## src/rtl/operand_fetch_wb.sv

```systemverilog
// Operand-fetch / writeback stage for an 8-bit execute adder.
// It decodes ADD, LI, JUMP and NOP. Operands are registered one cycle ahead of
// the combinational execute stage. The returned sum (alu_out) is written back
// into a 4-entry register file on the following edge. A pending writeback is
// bypassed to the next instruction's operands.
//
// Ports:
//   clk          system clock, rising edge
//   reset        synchronous, active-high reset
//   instr        [7:6] opcode, [5:4] rd, [3:2] rs, [3:0] imm4, [5:0] target6
//   instr_valid  instr is consumed at the next rising edge
//   alu_out      combinational sum returned from the execute stage
//   alu_input_a  registered operand A
//   alu_input_b  registered operand B
//   wb_pending   alu_out is written to R[wb_rd] at the next edge
//   wb_rd        destination of the pending writeback
//   jump_valid   one-cycle pulse on JUMP
//   jump_target  last jump address, held until the next JUMP
//   dbg_addr     debug read address
//   dbg_data     R[dbg_addr], register array only (no bypass)
module operand_fetch_wb #(
  parameter int unsigned DATA_W = 8,
  parameter int unsigned REG_N  = 4
) (
  input  logic              clk,
  input  logic              reset,
  input  logic [7:0]        instr,
  input  logic              instr_valid,
  input  logic [DATA_W-1:0] alu_out,
  output logic [DATA_W-1:0] alu_input_a,
  output logic [DATA_W-1:0] alu_input_b,
  output logic              wb_pending,
  output logic [1:0]        wb_rd,
  output logic              jump_valid,
  output logic [5:0]        jump_target,
  input  logic [1:0]        dbg_addr,
  output logic [DATA_W-1:0] dbg_data
);

  typedef enum logic [1:0] {
    OpAdd  = 2'b00,
    OpLi   = 2'b01,
    OpJump = 2'b10,
    OpNop  = 2'b11
  } opcode_e;

  opcode_e     opcode;
  logic [1:0]  rd;
  logic [1:0]  rs;
  logic [3:0]  imm4;
  logic [5:0]  target6;

  assign opcode  = opcode_e'(instr[7:6]);
  assign rd      = instr[5:4];
  assign rs      = instr[3:2];
  assign imm4    = instr[3:0];
  assign target6 = instr[5:0];

  logic [DATA_W-1:0] regs_q [REG_N];
  logic [DATA_W-1:0] a_q, a_d;
  logic [DATA_W-1:0] b_q, b_d;
  logic              wbp_q, wbp_d;
  logic [1:0]        wbrd_q, wbrd_d;
  logic              jv_q, jv_d;
  logic [5:0]        jt_q, jt_d;
  logic [DATA_W-1:0] src_rd;
  logic [DATA_W-1:0] src_rs;

  // The value being written this edge is not yet in regs_q, so forward it.
  assign src_rd = (wbp_q && (wbrd_q == rd)) ? alu_out : regs_q[rd];
  assign src_rs = (wbp_q && (wbrd_q == rs)) ? alu_out : regs_q[rs];

  always_comb begin
    a_d    = '0;
    b_d    = '0;
    wbp_d  = 1'b0;
    wbrd_d = wbrd_q;
    jv_d   = 1'b0;
    jt_d   = jt_q;
    if (instr_valid) begin
      unique case (opcode)
        OpAdd: begin
          a_d    = src_rd;
          b_d    = src_rs;
          wbp_d  = 1'b1;
          wbrd_d = rd;
        end
        OpLi: begin
          a_d    = DATA_W'(imm4);
          wbp_d  = 1'b1;
          wbrd_d = rd;
        end
        OpJump: begin
          jv_d = 1'b1;
          jt_d = target6;
        end
        OpNop: begin
        end
        default: begin
        end
      endcase
    end
  end

  always_ff @(posedge clk) begin
    if (reset) begin
      a_q    <= '0;
      b_q    <= '0;
      wbp_q  <= 1'b0;
      wbrd_q <= '0;
      jv_q   <= 1'b0;
      jt_q   <= '0;
    end else begin
      a_q    <= a_d;
      b_q    <= b_d;
      wbp_q  <= wbp_d;
      wbrd_q <= wbrd_d;
      jv_q   <= jv_d;
      jt_q   <= jt_d;
    end
  end

  always_ff @(posedge clk) begin
    if (reset) begin
      for (int i = 0; i < int'(REG_N); i++) begin
        regs_q[i] <= '0;
      end
    end else if (wbp_q) begin
      regs_q[wbrd_q] <= alu_out;
    end
  end

  assign alu_input_a = a_q;
  assign alu_input_b = b_q;
  assign wb_pending  = wbp_q;
  assign wb_rd       = wbrd_q;
  assign jump_valid  = jv_q;
  assign jump_target = jt_q;
  assign dbg_data    = regs_q[dbg_addr];

endmodule

```

## config.mk

```make
export PLATFORM = sky130hd
export DESIGN_NAME = operand_fetch_wb
export DESIGN_NICKNAME = d
export VERILOG_FILES = /design/src/rtl/operand_fetch_wb.sv
export SDC_FILE = /design/constraint.sdc
export NUM_CORES = 1
export LEC_CHECK = 0
export CAP_MARGIN = 40
export CORE_AREA = 2 2 83 85
export DETAILED_ROUTE_END_ITERATION = 6
export DIE_AREA = 0 0 85 87
export PLACE_DENSITY = 0.7
export SYNTH_ARGS = -nofsm -noshare
export SYNTH_HDL_FRONTEND = slang
export SYNTH_SLANG_ARGS = --single-unit
```

## constraint.sdc

```tcl
create_clock -name clk -period 1.6 [get_ports clk]
set_input_delay 0.32 -clock clk [delete_from_list [all_inputs] [get_ports clk]]
set_output_delay 0.32 -clock clk [all_outputs]
set_load 0.03 [all_outputs]
```

==> summary.md <==
The capture point of the worst reg-to-reg path was alu_input_a[3]. The critical setup path kind was register to primary output. STA classifies the critical path startpoint as a register.

In this run, synthesis produced a sequential element count of 58. The worst register-to-register path begins at regs_q[1][3]. The logs give 0 for the initial antenna violation count and 363 for the count of nets after finishing. The H-tree was split into 3 levels.

Cells with a size suffix above 1 make up 37.46% of the layout. The width of the chip was 85 um. Worst clock skew: 0.005046 ns. The longest clock path from root to sink contains 2 buffers. In the global route stage, overall resource usage came out at 23.16%. The detail route stage leaves a number of antenna-violating nets equal to 0. For the cell area after layout, the log shows 0.004355 mm2. STA classifies the critical path endpoint as a primary output. Synthesis instantiated 28 different standard cells from the library. In this run the count of I/O pins placed on the die edge is 55. The vias per cell was 5.433; the floorplan row count was 30. For the worst flop-to-flop path, the logic depth is 6.

The critical path crosses 2 cells after its start point. The logs give 0.004020 mm2 for the area after detailed placement and 226 for the post-synthesis cell count. The initial core utilization was 44.80%.

The number of design rule violations left after detail routing is 0, and the peak fanout along the critical path is 3. Measured against its own limit, the worst slew margin works out to 77.42%. Final worst-path cycle share: 109.4%. Walking the worst path, the cells encountered are mux4_2 > buf_6. Number of buffers inserted during clock tree synthesis: 9. For this block, the initial DRC count from the detailed router was 182. Detailed placement ended at an HPWL of 5.453 mm.

Global routing finished with a remaining overflow of 0. The worst hold path terminates at jump_target[1]. The area inside the core boundary is 0.006569 mm2, and the sequential fraction of the synthesis area is 50.34%. The vertical extent of the die is 87 um, and the per-instance average area after synthesis is 13.02 um2. The largest single stage delay on the critical path is 0.51 ns. The leakage power of the design came out at 1.940 nW. Counting instances, the worst hold path has a depth of 2. The setup slack of the critical path after layout is -0.1504 ns. Summing all multi-input logic gate instances after layout gives 0.001400 mm2.

The number of max-cap violations was 0; the layout overhead on the synthesized area was 48.00%. The count of TritonRoute iterations in the first routing pass was 5; the number of warnings reported in the yosys synthesis log was 0. Across the VDD grid, the largest voltage drop is 408.8 uV. The number of nets in the synthesized netlist is 247. TritonCTS built the clock tree. The flow ran to the end, but the final reports show violations. Among all stages on the critical path, the largest delay is contributed by sky130_fd_sc_hd__mux4_2. The routed design has 8.123 mm of wire. The final-report setup violation count is 8, and the count of fill cells added during filler insertion is 532. The tools report the number of diodes added for antenna fixing as 0. The run gives 0.002943 mm2 as the post-synthesis instance area. Setup repair after global routing could not meet its margin everywhere. The register clock-pin slew on the reported worst setup and hold paths was 0.07 ns; the worst-case register-to-register setup slack was 0.02 ns. The first global-routing pass estimated 12.39 mm of wire.

The start point of the worst min-delay path was jump_target[1]. Power spread over the standard cell area amounts to 865.5 mW/mm2. Power comes to 0.003770 W. The combined flip-flop and latch cell area was 0.001484 mm2. The final route contains 2320 vias. Derived from the worst setup path, the maximum achievable clock frequency is 571.3 MHz. The combined buffer and inverter count along the critical path was 1; the clock sink total was 58. The final reports fail on negative setup slack.

The wire length per cell after detailed routing came out at 19.02 um. Among cell families on the critical path, the largest total delay comes from multiplexers. The later pin in the worst-skew pair is clocked with a latency of 0.35 ns.

The number of hold-slack violations in the final timing report came out at 0. The final RePlAce weighted congestion is 0.8167. The endpoint arrival time on the critical path came out at 1.43 ns. Entering global routing, the biggest net connects 18 pins. The floorplan step defined a die boundary enclosing 0.007395 mm2. The count of buffers added on input and output ports is 54. At the worst endpoint, the required time is 1.28 ns. The min-delay analysis places its worst path in the category register to register. Slew at the pin with the worst max-slew slack: 0.3359 ns. The tree is rooted in a sky130_fd_sc_hd__clkbuf_8. The tools report the via count of the first global-routing pass as 2341.

The number of pins exceeding their max-slew limit in the final report came out at 0. Subtracting the final worst setup slack from the clock period gives 1.750 ns.
-- power breakdown --
| group | switching, W | total [W] | leakage, nW | internal (W) |
|---|---|---|---|---|
| Sequential | 0.0000279 | 0.00165 | 0.547 | 0.00162 |
| Combinational | 0.000277 | 0.000586 | 1.27 | 0.000308 |
| Clock | 0.000612 | 0.00154 | 0.124 | 0.000925 |
| Total | 0.000918 | 0.00377 | 1.94 | 0.00285 |
-- worst max-delay path by stage --
stage,to,start
finish,dbg_data[7],regs_q[1][7]
global route,dbg_data[7],regs_q[0][7]
CTS,dbg_data[0],regs_q[3][0]
detailed placement,dbg_data[0],dbg_addr[0]
global placement,dbg_data[0],dbg_addr[0]
floorplan,alu_input_a[4],wb_rd[0]
-- cell usage after synthesis, drive strengths merged --
cell type	number	area [um2]
a21o	1	7.510
a31o	1	8.760
a41oi	1	27.53
and2	32	200.2
and2b	1	7.510
and3	1	6.260
buf	9	51.29
clkbuf	8	30.03
dfxtp	26	520.5
edfxtp	32	960.9
mux2i	20	200.2
mux4	24	540.5
nand2	16	60.06
nand2b	2	12.51
nand3	8	40.04
nand3b	5	37.54
nand4b	4	35.03
nor2	14	52.55
nor2b	8	50.05
nor3	3	15.01
nor3b	2	15.01
nor4	1	12.51
or2	3	18.77
or3	1	6.260
xnor2	2	17.52
xor2	1	8.760
-- cell usage in the layout (no fill, tap or decap), drive strengths merged, types with 4 or more instances in the layout --
master / count
and2: 32
nor2: 14
nand3b: 5
dfxtp: 26
edfxtp: 32
mux4: 24
nor2b: 8
buf: 78
dlygate4sd2: 28
nand4b: 4
mux2i: 20
clkbuf: 14
nand2: 16
nand3: 8
clkdlybuf4s50: 16
-- state kept, by name, indices dropped and copies added (netlist names) --
signal       cells
jump_target      6
alu_input_a      8
regs_q          32
wb_rd            2
alu_input_b      8
jump_valid       1
wb_pending       1
-- layout make-up --
type / instances / area share (%)
flip-flops and latches: 58 / 34.07
multi-input cells: 151 / 32.15
repair buffers: 122 / 26.06
clock buffers: 14 / 5.200
well taps: 80 / 2.298
clock inverters: 2 / 0.2298
-- worst reg2reg max path, delay by kind of cell (launching register included) --
kind,cells,cell delay [ns]
buf+inv,3,0.40
flops,1,0.40
mux,1,0.46
simple gates,2,0.21
-- stage by stage --
step                      hold WS, ns  TNS [ns]  util (%)  setup slack (ns)  instances
after global routing           0.5402    -1.184     66.30           -0.1794        427
after CTS                      0.4992    -1.001     65.39           -0.1446        419
after detailed placement       0.4882    -33.72     61.20           -0.8544        395
final                          0.4940   -0.9558     66.30           -0.1504        427
after global placement         0.4766    -32.58     61.20           -0.8730        395
after floorplan                0.4639         0         -          0.003538        226
-- per-layer routing --
layer,vias to the layer above,wire [um],global-route usage (%)
li1,1062,-,-
met2,88,3995,37.29
met4,0,174,9.091
met1,1155,3427,30.85
met5,-,0,0
met3,15,526,4.929
-- what timing repair did --
item                       in CTS  in global routing
pin swaps                       1                  0
hold buffers                    0                  0
resized for setup              77                  0
setup endpoints to repair      65                  8
setup buffers                   8                  8
-- cells by family (layout without fill, tap and decap cells) --
group | count (synthesis) | count (layout) | synth area share (%)
simple gates | 101 | 101 | 19.35
flops | 58 | 58 | 50.34
mux | 44 | 44 | 25.17
buf+inv | 17 | 138 | 2.763
compound gates | 3 | 3 | 1.488
xor+xnor | 3 | 3 | 0.8930
No activity file was read; power rests on OpenSTA's default activity.
